==> config.mk <==
export PLATFORM = sky130hd
export DESIGN_NAME = wb_buffer
export DESIGN_NICKNAME = d
export VERILOG_FILES = /design/src/rtl/wb_buffer.sv
export SDC_FILE = /design/constraint.sdc
export NUM_CORES = 1
export LEC_CHECK = 0
export CORE_ASPECT_RATIO = 0.5
export CORE_UTILIZATION = 25
export DETAILED_ROUTE_END_ITERATION = 12
export SLEW_MARGIN = 20
export SYNTH_ARGS = -nofsm -noshare
export SYNTH_HDL_FRONTEND = slang
export SYNTH_SLANG_ARGS = --single-unit
==> constraint.sdc <==
create_clock -name i_clk -period 7.85 [get_ports i_clk]
set_clock_uncertainty 0.2 [all_clocks]
set_input_delay 1.1775 -clock i_clk [delete_from_list [all_inputs] [get_ports i_clk]]
set_output_delay 1.1775 -clock i_clk [all_outputs]
set_load 0.01 [all_outputs]
==> src/rtl/wb_buffer.sv <==
// Writeback buffer: in-order FIFO of (rd, data) results draining into the regfile write port.
// Latency: push on edge N is presented as a regfile write during cycle N->N+1 when empty and unstalled.
// Backpressure: o_wb_ready drops at count == DEPTH (same-cycle pop space not reused); i_wb_stall holds the head.
// Optional feature macro: WB_BYPASS_EN adds youngest-match rs1/rs2 bypass lookup ports.
module wb_buffer #(
  parameter int DEPTH = 4
) (
  input  logic                       i_clk,
  input  logic                       i_reset,
  input  logic                       i_wb_valid,
  output logic                       o_wb_ready,
  input  logic [4:0]                 i_wb_addr,
  input  logic [31:0]                i_wb_data,
  input  logic                       i_wb_stall,
  output logic [4:0]                 o_rd_addr,
  output logic [31:0]                o_rd_data,
  output logic                       o_rd_wren,
  output logic [31:0]                o_pending,
`ifdef WB_BYPASS_EN
  input  logic [4:0]                 i_rs1_addr,
  input  logic [4:0]                 i_rs2_addr,
  output logic                       o_rs1_hit,
  output logic                       o_rs2_hit,
  output logic [31:0]                o_rs1_data,
  output logic [31:0]                o_rs2_data,
`endif
  output logic [$clog2(DEPTH):0]     o_count
);

  localparam int PW = $clog2(DEPTH);
  localparam int CW = PW + 1;
  localparam logic [CW-1:0] FULL_CNT = CW'(DEPTH);

  logic [4:0]    addr_mem_q [DEPTH];
  logic [31:0]   data_mem_q [DEPTH];
  logic [PW-1:0] wr_ptr_q, wr_ptr_d;
  logic [PW-1:0] rd_ptr_q, rd_ptr_d;
  logic [CW-1:0] count_q, count_d;
  logic          nonempty;
  logic          push;
  logic          store;
  logic          pop;
  logic [PW-1:0] offs;

  // Handshake, pointer/count next state and head presentation.
  always_comb begin
    nonempty   = (count_q != '0);
    o_wb_ready = (count_q < FULL_CNT) && i_reset;
    push       = i_wb_valid && o_wb_ready;
    // Writes to x0 are acknowledged but dropped.
    store      = push && (i_wb_addr != 5'd0);
    // Reset gates the write so discarded entries never reach the regfile.
    pop        = nonempty && !i_wb_stall && i_reset;
    wr_ptr_d   = store ? wr_ptr_q + PW'(1) : wr_ptr_q;
    rd_ptr_d   = pop ? rd_ptr_q + PW'(1) : rd_ptr_q;
    count_d    = count_q;
    if (store && !pop) begin
      count_d = count_q + CW'(1);
    end else if (!store && pop) begin
      count_d = count_q - CW'(1);
    end
    o_rd_wren = pop;
    o_rd_addr = (nonempty && i_reset) ? addr_mem_q[rd_ptr_q] : 5'd0;
    o_rd_data = (nonempty && i_reset) ? data_mem_q[rd_ptr_q] : 32'd0;
    o_count   = count_q;
  end

  // Pending mask: a slot is held when its distance from the read pointer is below count.
  always_comb begin
    o_pending = '0;
    offs      = '0;
    for (int i = 0; i < DEPTH; i++) begin
      offs = PW'(i) - rd_ptr_q;
      if ({1'b0, offs} < count_q) begin
        o_pending[addr_mem_q[i]] = 1'b1;
      end
    end
    o_pending[0] = 1'b0;
  end

`ifdef WB_BYPASS_EN
  logic [PW-1:0] idx;

  // Bypass lookup: scan oldest to youngest so the youngest match wins.
  always_comb begin
    o_rs1_hit  = 1'b0;
    o_rs2_hit  = 1'b0;
    o_rs1_data = '0;
    o_rs2_data = '0;
    idx        = '0;
    for (int k = 0; k < DEPTH; k++) begin
      idx = rd_ptr_q + PW'(k);
      if (CW'(k) < count_q) begin
        if ((i_rs1_addr != 5'd0) && (addr_mem_q[idx] == i_rs1_addr)) begin
          o_rs1_hit  = 1'b1;
          o_rs1_data = data_mem_q[idx];
        end
        if ((i_rs2_addr != 5'd0) && (addr_mem_q[idx] == i_rs2_addr)) begin
          o_rs2_hit  = 1'b1;
          o_rs2_data = data_mem_q[idx];
        end
      end
    end
  end
`endif

  // Control state with synchronous active-low reset; clearing count discards all held entries.
  always_ff @(posedge i_clk) begin
    if (!i_reset) begin
      wr_ptr_q <= '0;
      rd_ptr_q <= '0;
      count_q  <= '0;
    end else begin
      wr_ptr_q <= wr_ptr_d;
      rd_ptr_q <= rd_ptr_d;
      count_q  <= count_d;
    end
  end

  // Entry storage; contents are only meaningful while counted as held, so no reset.
  always_ff @(posedge i_clk) begin
    if (store) begin
      addr_mem_q[wr_ptr_q] <= i_wb_addr;
      data_mem_q[wr_ptr_q] <= i_wb_data;
    end
  end

endmodule

==> out/metrics.csv, run 1 <==
stage;metric;value;unit
cells_and_area;utilization;32.8;%
critical_path;arrival;3.24;ns
cells_and_area;n_antenna_cell;0;
synthesis;synth_edf_count;148;
run_status;status;finished clean;
synthesis;yosysTopAreaCellShare;59.9;%
grt;grt_pass1_vias;4715;
timing;finalCritPeriodShare;58.8;%
cts;cts_hold_buf;0;
timing;finalSetupTns;0;ns
critical_path;crit_type;flop to output pin;
placement;place_ws;3.30;ns
timing;setup_viol;0;
synthesis;synth_cells;476;
drt;vias;4627;
floorplanning;die_y;124;um
synthesis;syn_nets;527;
grt;met1_usage;14.9;%
pwr;clock_power_share;29.4;%
pwr;pwr-share-seq;38.4;%
grt;grt.total_usage;12.3;%
cells_and_area;fin_cells;993;
cts;numCtsBuffers;17;
worst_hold_path;hold_class;flop to flop;
synthesis;synth.most_common_cell;edfxtp_1;
pwr;switching_share;31.1;%
cts;cts_tree;built;
grt;top_usage_layer;met2;
synthesis;ys_ff_latch;157;
timing;grt_setup_unrepaired;no;
synthesis;syn_avg_cell_area;15.6;um2
critical_path;worst_setup_path_start_kind;flop;
cells_and_area;drive_above_1_share;16.3;%
critical_path;regToRegSetupSlack;4.68;ns
placement;dp_hpwl;12500;um
grt;grt_max_degree;38;
synthesis;synth_cell_types;44;
critical_path;critPathTopFamily;compound AO/OA/AOI/OAI gates;
drt;wl_per_cell;18.5;um
critical_path;timing.critical_path.slowest_stage_cell;a211oi_4;
synthesis;ys_top_cells_by_area;edfxtp_1, mux4_2, nor2b_1, a221o_1, o22ai_1;
placement;portBuffers;113;
synthesis;mappedNetlistArea;7410;um2
cts;cts_resized;0;
drt;wl;18400;um
synthesis;yosysWarnings;0;
critical_path;cp.required;6.47;ns
timing;worst_pin_slew;0.827;ns
cts;cts_htree_levels;4;
floorplanning;die_w;246;um
cts;clock_latency;0.41;ns
critical_path;critPathCaptureType;output pin;
floorplanning;coreArea;29100;um2
grt;grt_pass1_wl;27500;um
synthesis;synth-seq-area-share;62.4;%
floorplanning;num_rows;44;
timing;min_period;4.62;ns
pwr;p_comb_share;32.2;%
grt;grt_overflow_total;0;
critical_path;path_buf_inv;2;
floorplanning;dieArea;30400;um2
grt;met3_usage;3.08;%
placement;dp.cells;961;
cts;clockBufferDepth;2;
pwr;power.leakage;2.93;nW
cts;path_clk_slew;0.06;ns
floorplanning;ios;115;
synthesis;synthArstFlopShare;0;%
pwr;power_density;288;nW/um2
synthesis;synth_area_leader_cell;edfxtp_1;
timing;drv_slew;0;
synthesis;netlist_top_cells_count;edfxtp_1, nor2b_1, mux4_2;
cts;cts_sinks;157;
critical_path;max_stage_delay;0.75;ns
timing;setup_slack;3.23;ns
grt;antenna_found_initial;1;
timing;fmax;217;MHz
drt;antenna_left;0;
pwr;power_switching;0.000857;W
timing;relSlewSlack;44.7;%
drt;firstDrtPassIters;5;
pwr;irDropWorstVdd;0.119;mV
cts;post_cts_buffers;0;
synthesis;synthFlopType;edfxtp_1;
drt;drt_iter0_markers;404;
critical_path;path_cells;inv_1 -> ha_1 -> nor2b_2 -> a211oi_4 -> a2bb2o_4 -> a211o_1 -> clkdlybuf4s50_1;
placement;place_congestion;0.901;
grt;grt_use_met2;21.7;%
pwr;p_int;0.00189;W
drt;vias_per_cell;4.66;
cells_and_area;syn2layout_area_growth;28.8;%
job;max_cap_viol_count;0;
timing;finalHoldViolations;0;
critical_path;cp_max_fo;16;
floorplanning;initial_core_util;25.5;%
cts;ctsRootBufferMaster;clkbuf_16;
cells_and_area;final_nets;640;
drt;route.detailed.drc;0;
==> power groups by stage <==
stage / combinational, W / clock, W / sequential (W)
after floorplan: 0.000632 / 0 / 0.00103
after global placement: 0.000879 / 0 / 0.00107
after detailed placement: 0.000898 / 0 / 0.00108
after CTS: 0.000902 / 0.000832 / 0.00106
after global routing: 0.000958 / 0.000860 / 0.00107
final: 0.000887 / 0.000809 / 0.00106
==> area by class of cell <==
| cell class | count | area (um2) |
|---|---|---|
| clock inverter | 15 | 159 |
| fill | 2824 | 19500 |
| timing repair buffer | 119 | 1220 |
| inverter | 10 | 37.5 |
| clock buffer | 17 | 425 |
| tap | 391 | 489 |
| sequential | 157 | 4630 |
| multi-input combinational | 284 | 2590 |
==> final timing paths <==
check,from,to,cells after the start
hold reg to reg,wr_ptr_q[1],wr_ptr_q[1],2
setup / recovery,o_count[1],o_pending[1],7
hold / removal,wr_ptr_q[1],wr_ptr_q[1],2
setup reg to reg,o_count[0],o_count[2],10
==> per-stage QoR <==
| stage | hold WS [ns] | power [W] | instance area [um2] |
|---|---|---|---|
| after floorplan | 0.261 | 0.00166 | 7410 |
| after global placement | 0.295 | 0.00195 | 8900 |
| after detailed placement | 0.303 | 0.00198 | 8960 |
| after CTS | 0.313 | 0.00279 | 9540 |
| after global routing | 0.344 | 0.00289 | 9550 |
| final | 0.312 | 0.00275 | 9550 |
==> cell families after synthesis <==
| logic type | after synthesis | share of synthesized area, % |
|---|---|---|
| compound gates | 78 | 9.79 |
| xor+xnor | 3 | 0.354 |
| fa+ha+maj | 10 | 1.79 |
| buf+inv | 35 | 2.99 |
| flops | 157 | 62.4 |
| mux | 40 | 11.6 |
| other cells | 1 | 0.0506 |
| simple gates | 152 | 11.0 |
==> worst register-to-register path: cells and delay by family (launching register included) <==
kind / cells / cell delay, ns
XOR/XNOR: 1 / 0.18
buffers and inverters: 3 / 0.59
adder cells (fa/ha/maj): 2 / 0.56
flip-flops: 1 / 0.46
AND/OR/NAND/NOR: 2 / 0.46
AO/OA/AOI/OAI: 2 / 0.67
==> layer usage <==
| metal | part of all wire [%] | routed length [um] |
|---|---|---|
| met1 | 42 | 7790 |
| met2 | 51 | 9460 |
| met3 | 5.0 | 926 |
| met4 | 1.1 | 197 |
| met5 | 0.065 | 12 |
==> sequential cells by signal, summed over array words and instances (netlist names), named ones only <==
signal,count
data_mem_q,128
addr_mem_q,20
o_count,3
wr_ptr_q,2
rd_ptr_q,2
==> placed cells by master (no fill, tap or decap), drive strengths merged, types with 12 or more instances in the layout <==
| master | Yosys | final |
|---|---|---|
| clkbuf | 4 | 17 |
| inv | 10 | 17 |
| nand2 | 28 | 28 |
| nor2b | 51 | 51 |
| a221o | 29 | 29 |
| nor2 | 26 | 26 |
| edfxtp | 148 | 148 |
| nor3 | 12 | 12 |
| mux4 | 37 | 37 |
| clkdlybuf4s50 | 0 | 113 |
| o22ai | 29 | 29 |
| nand2b | 12 | 12 |
| nand3 | 12 | 12 |
Note: power is estimated with default switching activity, not from simulation.
==> run 2: changes to the inputs <==
Clock period 7.85 ns to 4.3 ns, I/O delays scaled along.
==> run 2 against run 1 <==
  * Non-clock buffer count grew 4
  * Register-to-register slack lost 3.4 ns
  * Sequential share of layout area is essentially flat
  * Cell count grew 0.30%
  * Via count grew 3.7%
  * Sequential power grew 82%
==> out/metrics.csv, run 2 (synthesis results as in run 1) <==
stage;metric;value;unit;change
run_status;status;finished clean;;unchanged
cts;ctsRootBufferMaster;clkbuf_16;;unchanged
job;max_cap_viol_count;0;;unchanged
timing;setup_slack;0.315;ns;was 3.23 ns
cells_and_area;fin_area;9540;um2;was 9550 um2
drt;vias_per_cell;4.82;;was 4.66
placement;place_congestion;0.913;;was 0.901
critical_path;cp_max_fo;15;;was 16
critical_path;critPathTopFamily;compound AO/OA/AOI/OAI gates;;unchanged
cells_and_area;drive_above_1_share;16.2;%;was 16.3%
pwr;power_density;528;nW/um2;was 288 nW/um2
critical_path;arrival;3.14;ns;was 3.24 ns
floorplanning;coreArea;29100;um2;unchanged
timing;fmax;251;MHz;
critical_path;timing.critical_path.slowest_stage_cell;a211oi_4;;unchanged
critical_path;rr_worst_depth;9;;was 10
cells_and_area;final_nets;644;;was 640
critical_path;path_buf_inv;2;;unchanged
grt;grt_overflow_total;0;;unchanged
placement;place_ws;0.741;ns;was 3.30 ns
cells_and_area;final_cell_mix;edfxtp_1, clkdlybuf4s50_1, nor2b_1;;unchanged
critical_path;r2r-start;o_count[0];;unchanged
placement;portBuffers;113;;unchanged
drt;wl_per_cell;19.0;um;was 18.5 um
cells_and_area;n_antenna_cell;0;;unchanged
worst_hold_path;hold_class;flop to flop;;unchanged
floorplanning;ios;115;;unchanged
grt;antenna_found_initial;1;;unchanged
cts;cts_tree;built;;unchanged
placement;place_area;8960;um2;unchanged
placement;dp_hpwl;12900;um;was 12500 um
timing;setup_viol;0;;unchanged
worst_hold_path;min_path_cells;2;;unchanged
cts;post_cts_buffers;0;;unchanged
cts;clock_latency;0.41;ns;about the same
grt;grt_pass1_vias;4941;;was 4715
cts;cts_htree_levels;4;;unchanged
grt;grt_max_degree;32;;was 38
cells_and_area;utilization;32.8;%;about the same
drt;antenna_left;0;;unchanged
timing;min_period;3.98;ns;
drt;route.detailed.drc;0;;unchanged
critical_path;max_stage_delay;0.72;ns;was 0.75 ns
cts;cts_sinks;157;;unchanged
cells_and_area;final_common_cell;edfxtp_1;;unchanged
cts;path_clk_slew;0.06;ns;about the same
timing;grt_setup_unrepaired;no;;unchanged
critical_path;regToRegSetupSlack;1.27;ns;was 4.68 ns
pwr;power;0.00503;W;was 0.00275 W
floorplanning;die_y;124;um;unchanged
cts;cts_resized;0;;unchanged
critical_path;critPathCaptureType;output pin;;unchanged
timing;finalHoldViolations;0;;unchanged
timing;relSlewSlack;46.8;%;was 44.7%
cells_and_area;syn2layout_area_growth;28.7;%;was 28.8%
critical_path;crit_cells;7;;unchanged
cts;numCtsBuffers;17;;unchanged
critical_path;reg2reg_to;o_count[2];;unchanged
floorplanning;dieArea;30400;um2;unchanged
timing;finalSetupTns;0;ns;unchanged
critical_path;path_cells;inv_1 -> ha_1 -> nor2b_2 -> a211oi_4 -> a2bb2o_4 -> a211o_1 -> clkdlybuf4s50_1;;unchanged
timing;worst_pin_slew;0.797;ns;was 0.827 ns
drt;drt_iter0_markers;325;;was 404
critical_path;cp.required;3.45;ns;was 6.47 ns
cts;clockBufferDepth;2;;unchanged
worst_hold_path;min_from;wr_ptr_q[1];;unchanged
critical_path;crit_type;flop to output pin;;unchanged
floorplanning;num_rows;44;;unchanged
pwr;irDropWorstVdd;0.216;mV;was 0.119 mV
floorplanning;die_w;246;um;unchanged
floorplanning;initial_core_util;25.5;%;unchanged
drt;firstDrtPassIters;5;;unchanged
cells_and_area;regMostFlops;data_mem_q;;unchanged
worst_hold_path;whs_endpoint;wr_ptr_q[1];;unchanged
drt;wl;19000;um;was 18400 um
critical_path;worst_setup_path_start_kind;flop;;unchanged
drt;vias;4799;;was 4627
cts;cts_hold_buf;0;;unchanged
timing;finalCritPeriodShare;92.7;%;
timing;drv_slew;0;;unchanged
grt;grt_pass1_wl;28600;um;was 27500 um
pwr;power.leakage;2.93;nW;about the same
grt;grt.total_usage;12.7;%;was 12.3%
cells_and_area;largest_reg_flops;128;;unchanged
## run 2: metrics by stage
| step | cells | hold WS, ns |
|---|---|---|
| floorplan | 476 | 0.261 |
| global placement | 965 | 0.287 |
| detailed placement | 965 | 0.291 |
| CTS | 996 | 0.324 |
| global route | 996 | 0.358 |
| finish | 996 | 0.321 |
## run 2: worst max-delay path by stage
stage                     from               end  slack (ns)
detailed placement     i_reset      o_rd_addr[2]        0.74
CTS                 o_count[1]      o_pending[4]        0.29
global route        o_count[1]      o_pending[4]        0.13
floorplan              i_reset  addr_mem_q[0][0]        1.41
global placement       i_reset      o_rd_data[3]        0.75
finish              o_count[1]      o_pending[4]        0.32
## run 2: area by class of cell
type                       instances  area [um2]
clock buffer                      20         437
inverter                          10        37.5
clock inverter                    11         144
sequential                       157        4630
timing repair buffer             123        1220
fill                            2851       19500
tap                              391         489
multi-input combinational        284        2590
## run 2: metal layers
layer / track usage [%] / share of wire, % / routed length (um)
met1: 15.4 / 42 / 7920
met2: 22.6 / 51 / 9620
met3: 2.71 / 6.1 / 1170
met4: 4.23 / 1.3 / 247
met5: 0 / 0.047 / 9
## run 2: power breakdown
| part | switching [W] | internal, W | leakage [nW] |
|---|---|---|---|
| clock network | 0.000560 | 0.000907 | 0.272 |
| logic | 0.000821 | 0.000811 | 1.24 |
| registers | 0.000142 | 0.00179 | 1.42 |
## run 2: worst reg2reg max path: stages (launching register included)
cell	delay, ns
dfxtp_1	0.44
o31ai_4	0.73
nor2_1	0.18
inv_1	0.13
ha_1	0.19
inv_1	0.06
fa_1	0.38
xor2_1	0.18
or3_1	0.30
a21boi_0	0.17
==> run 3: changes to the inputs <==
Settings changed: REMOVE_ABC_BUFFERS set to 1.
==> run 3 against run 2 <==
  * Flip-flop and latch count unchanged
  * Largest power group unchanged
  * Highest routed layer is now met4
  * Maximum frequency about the same
  * First-iteration DRC count increased by 0.31%
  * Critical endpoint is now o_pending[26]
  * Largest cell class unchanged
  * Total power increased by 2.9%
  * Wire length decreased by 2.4%
  * Sequential share of layout area decreased by 0.40 points
==> out/metrics.csv, run 3 (synthesis results as in run 1) <==
stage;metric;value;unit;change
critical_path;cp_max_fo;15;;unchanged
drt;wl_per_cell;18.6;um;was 19.0 um
drt;firstDrtPassIters;5;;unchanged
cts;clock_latency;0.41;ns;about the same
floorplanning;dieArea;30400;um2;unchanged
worst_hold_path;min_path_cells;2;;unchanged
cells_and_area;final_cell_mix;edfxtp_1, clkdlybuf4s50_1, nor2b_1;;unchanged
floorplanning;ios;115;;unchanged
pwr;power_density;539;nW/um2;was 528 nW/um2
critical_path;arrival;3.14;ns;about the same
placement;dp_hpwl;12900;um;about the same
grt;grt_pass1_wl;28000;um;was 28600 um
timing;finalSetupTns;0;ns;unchanged
cts;ctsRootBufferMaster;clkbuf_16;;unchanged
pwr;power;0.00518;W;was 0.00503 W
pwr;irDropWorstVdd;0.287;mV;was 0.216 mV
cts;cts_tree;built;;unchanged
timing;drv_slew;0;;unchanged
cts;post_cts_buffers;0;;unchanged
timing;setup_viol;0;;unchanged
cts;cts_hold_buf;0;;unchanged
timing;worst_pin_slew;1.03;ns;was 0.797 ns
cts;cts_htree_levels;4;;unchanged
cells_and_area;largest_reg_flops;128;;unchanged
critical_path;regToRegSetupSlack;1.28;ns;was 1.27 ns
cts;numCtsBuffers;17;;unchanged
critical_path;worst_setup_path_start_kind;flop;;unchanged
cts;clockBufferDepth;2;;unchanged
worst_hold_path;whs_endpoint;wr_ptr_q[1];;unchanged
critical_path;cp.required;3.45;ns;about the same
timing;grt_setup_unrepaired;no;;unchanged
critical_path;crit_type;flop to output pin;;unchanged
drt;antenna_left;0;;unchanged
timing;fmax;251;MHz;about the same
drt;vias;4649;;was 4799
timing;finalHoldViolations;0;;unchanged
grt;grt_max_degree;38;;was 32
drt;route.detailed.drc;0;;unchanged
floorplanning;die_y;124;um;unchanged
cells_and_area;final_common_cell;edfxtp_1;;unchanged
grt;grt_overflow_total;0;;unchanged
drt;wl;18500;um;was 19000 um
critical_path;r2r-start;o_count[0];;unchanged
worst_hold_path;hold_class;flop to flop;;unchanged
cells_and_area;n_antenna_cell;0;;unchanged
cells_and_area;final_nets;644;;unchanged
timing;finalCritPeriodShare;92.6;%;was 92.7%
pwr;power.leakage;2.98;nW;was 2.93 nW
critical_path;reg2reg_to;o_count[2];;unchanged
drt;vias_per_cell;4.66;;was 4.82
cells_and_area;drive_above_1_share;16.5;%;was 16.2%
cts;cts_sinks;157;;unchanged
placement;place_congestion;0.909;;was 0.913
grt;grt.total_usage;12.4;%;was 12.7%
cells_and_area;syn2layout_area_growth;29.7;%;was 28.7%
cells_and_area;fillers;2829;;was 2851
cts;cts_resized;0;;unchanged
grt;antenna_found_initial;0;;was 1
critical_path;rr_worst_depth;9;;unchanged
floorplanning;initial_core_util;25.5;%;unchanged
cts;path_clk_slew;0.06;ns;about the same
timing;relSlewSlack;31.2;%;was 46.8%
drt;drt_iter0_markers;326;;was 325
grt;grt_pass1_vias;4768;;was 4941
critical_path;critPathCaptureType;output pin;;unchanged
floorplanning;num_rows;44;;unchanged
placement;portBuffers;113;;unchanged
floorplanning;die_w;246;um;unchanged
job;max_cap_viol_count;0;;unchanged
worst_hold_path;min_from;wr_ptr_q[1];;unchanged
timing;min_period;3.98;ns;about the same
cells_and_area;regMostFlops;data_mem_q;;unchanged
run_status;status;finished clean;;unchanged
floorplanning;coreArea;29100;um2;unchanged
run 3: cell count changes in the layout (fill, tap and decap cells not counted), sizes merged:
cell | before | now
clkbuf | 20 | 22
inv | 11 | 10
clkinv | 3 | 4
bufinv | 3 | 5
clkinvlp | 4 | 1
run 3: worst max-delay path by stage:
| stage | from | end | slack, ns | cells after the start |
|---|---|---|---|---|
| after floorplan | o_count[0] | o_count[2] | -0.38 | 9 |
| after global placement | i_reset | o_rd_addr[2] | 0.72 | 5 |
| after detailed placement | o_count[1] | o_pending[10] | 0.71 | 6 |
| after CTS | o_count[1] | o_pending[10] | 0.25 | 6 |
| after global routing | o_count[1] | o_pending[26] | 0.13 | 6 |
| final | o_count[1] | o_pending[26] | 0.32 | 6 |
run 3: through the flow:
step	hold slack, ns	util [%]	worst slack, ns	instances	instance area [um2]
after global routing	0.317	33.1	0.130	997	9620
after detailed placement	0.292	30.8	0.714	964	8940
after CTS	0.300	33.0	0.249	996	9600
after floorplan	0.261	-	-0.376	451	7230
final	0.299	33.1	0.319	997	9620
after global placement	0.283	30.8	0.721	964	8940
run 3: metal layers:
layer | vias to the layer above | part of all wire (%) | GRT usage, %
li1 | 2134 | - | -
met1 | 2375 | 42 | 14.9
met2 | 123 | 52 | 21.9
met3 | 17 | 4.3 | 2.61
met4 | 0 | 1.6 | 4.62
met5 | - | 0 | 0
run 3: final cells by class:
| cell class | count | area (um2) | share of cell area [%] |
|---|---|---|---|
| Clock buffer | 22 | 474 | 4.93 |
| Clock inverter | 10 | 185 | 1.93 |
| Inverter | 10 | 37.5 | 0.390 |
| Multi-Input combinational cell | 284 | 2590 | 26.9 |
| Sequential cell | 157 | 4630 | 48.1 |
| Tap cell | 391 | 489 | 5.09 |
| Timing Repair Buffer | 123 | 1220 | 12.7 |
run 3: power breakdown:
part,internal (W),switching [W],total [W]
Clock,0.00108,0.000563,0.00164
Combinational,0.000801,0.000848,0.00165
Sequential,0.00179,0.0000989,0.00189
Total,0.00367,0.00151,0.00518
run 3: critical path, cell delays in order (launching register included):
cell	delay, ns
dfxtp_1	0.46
inv_1	0.15
ha_1	0.33
nor2b_2	0.20
a211oi_4	0.74
a221o_1	0.29
clkdlybuf4s50_1	0.54
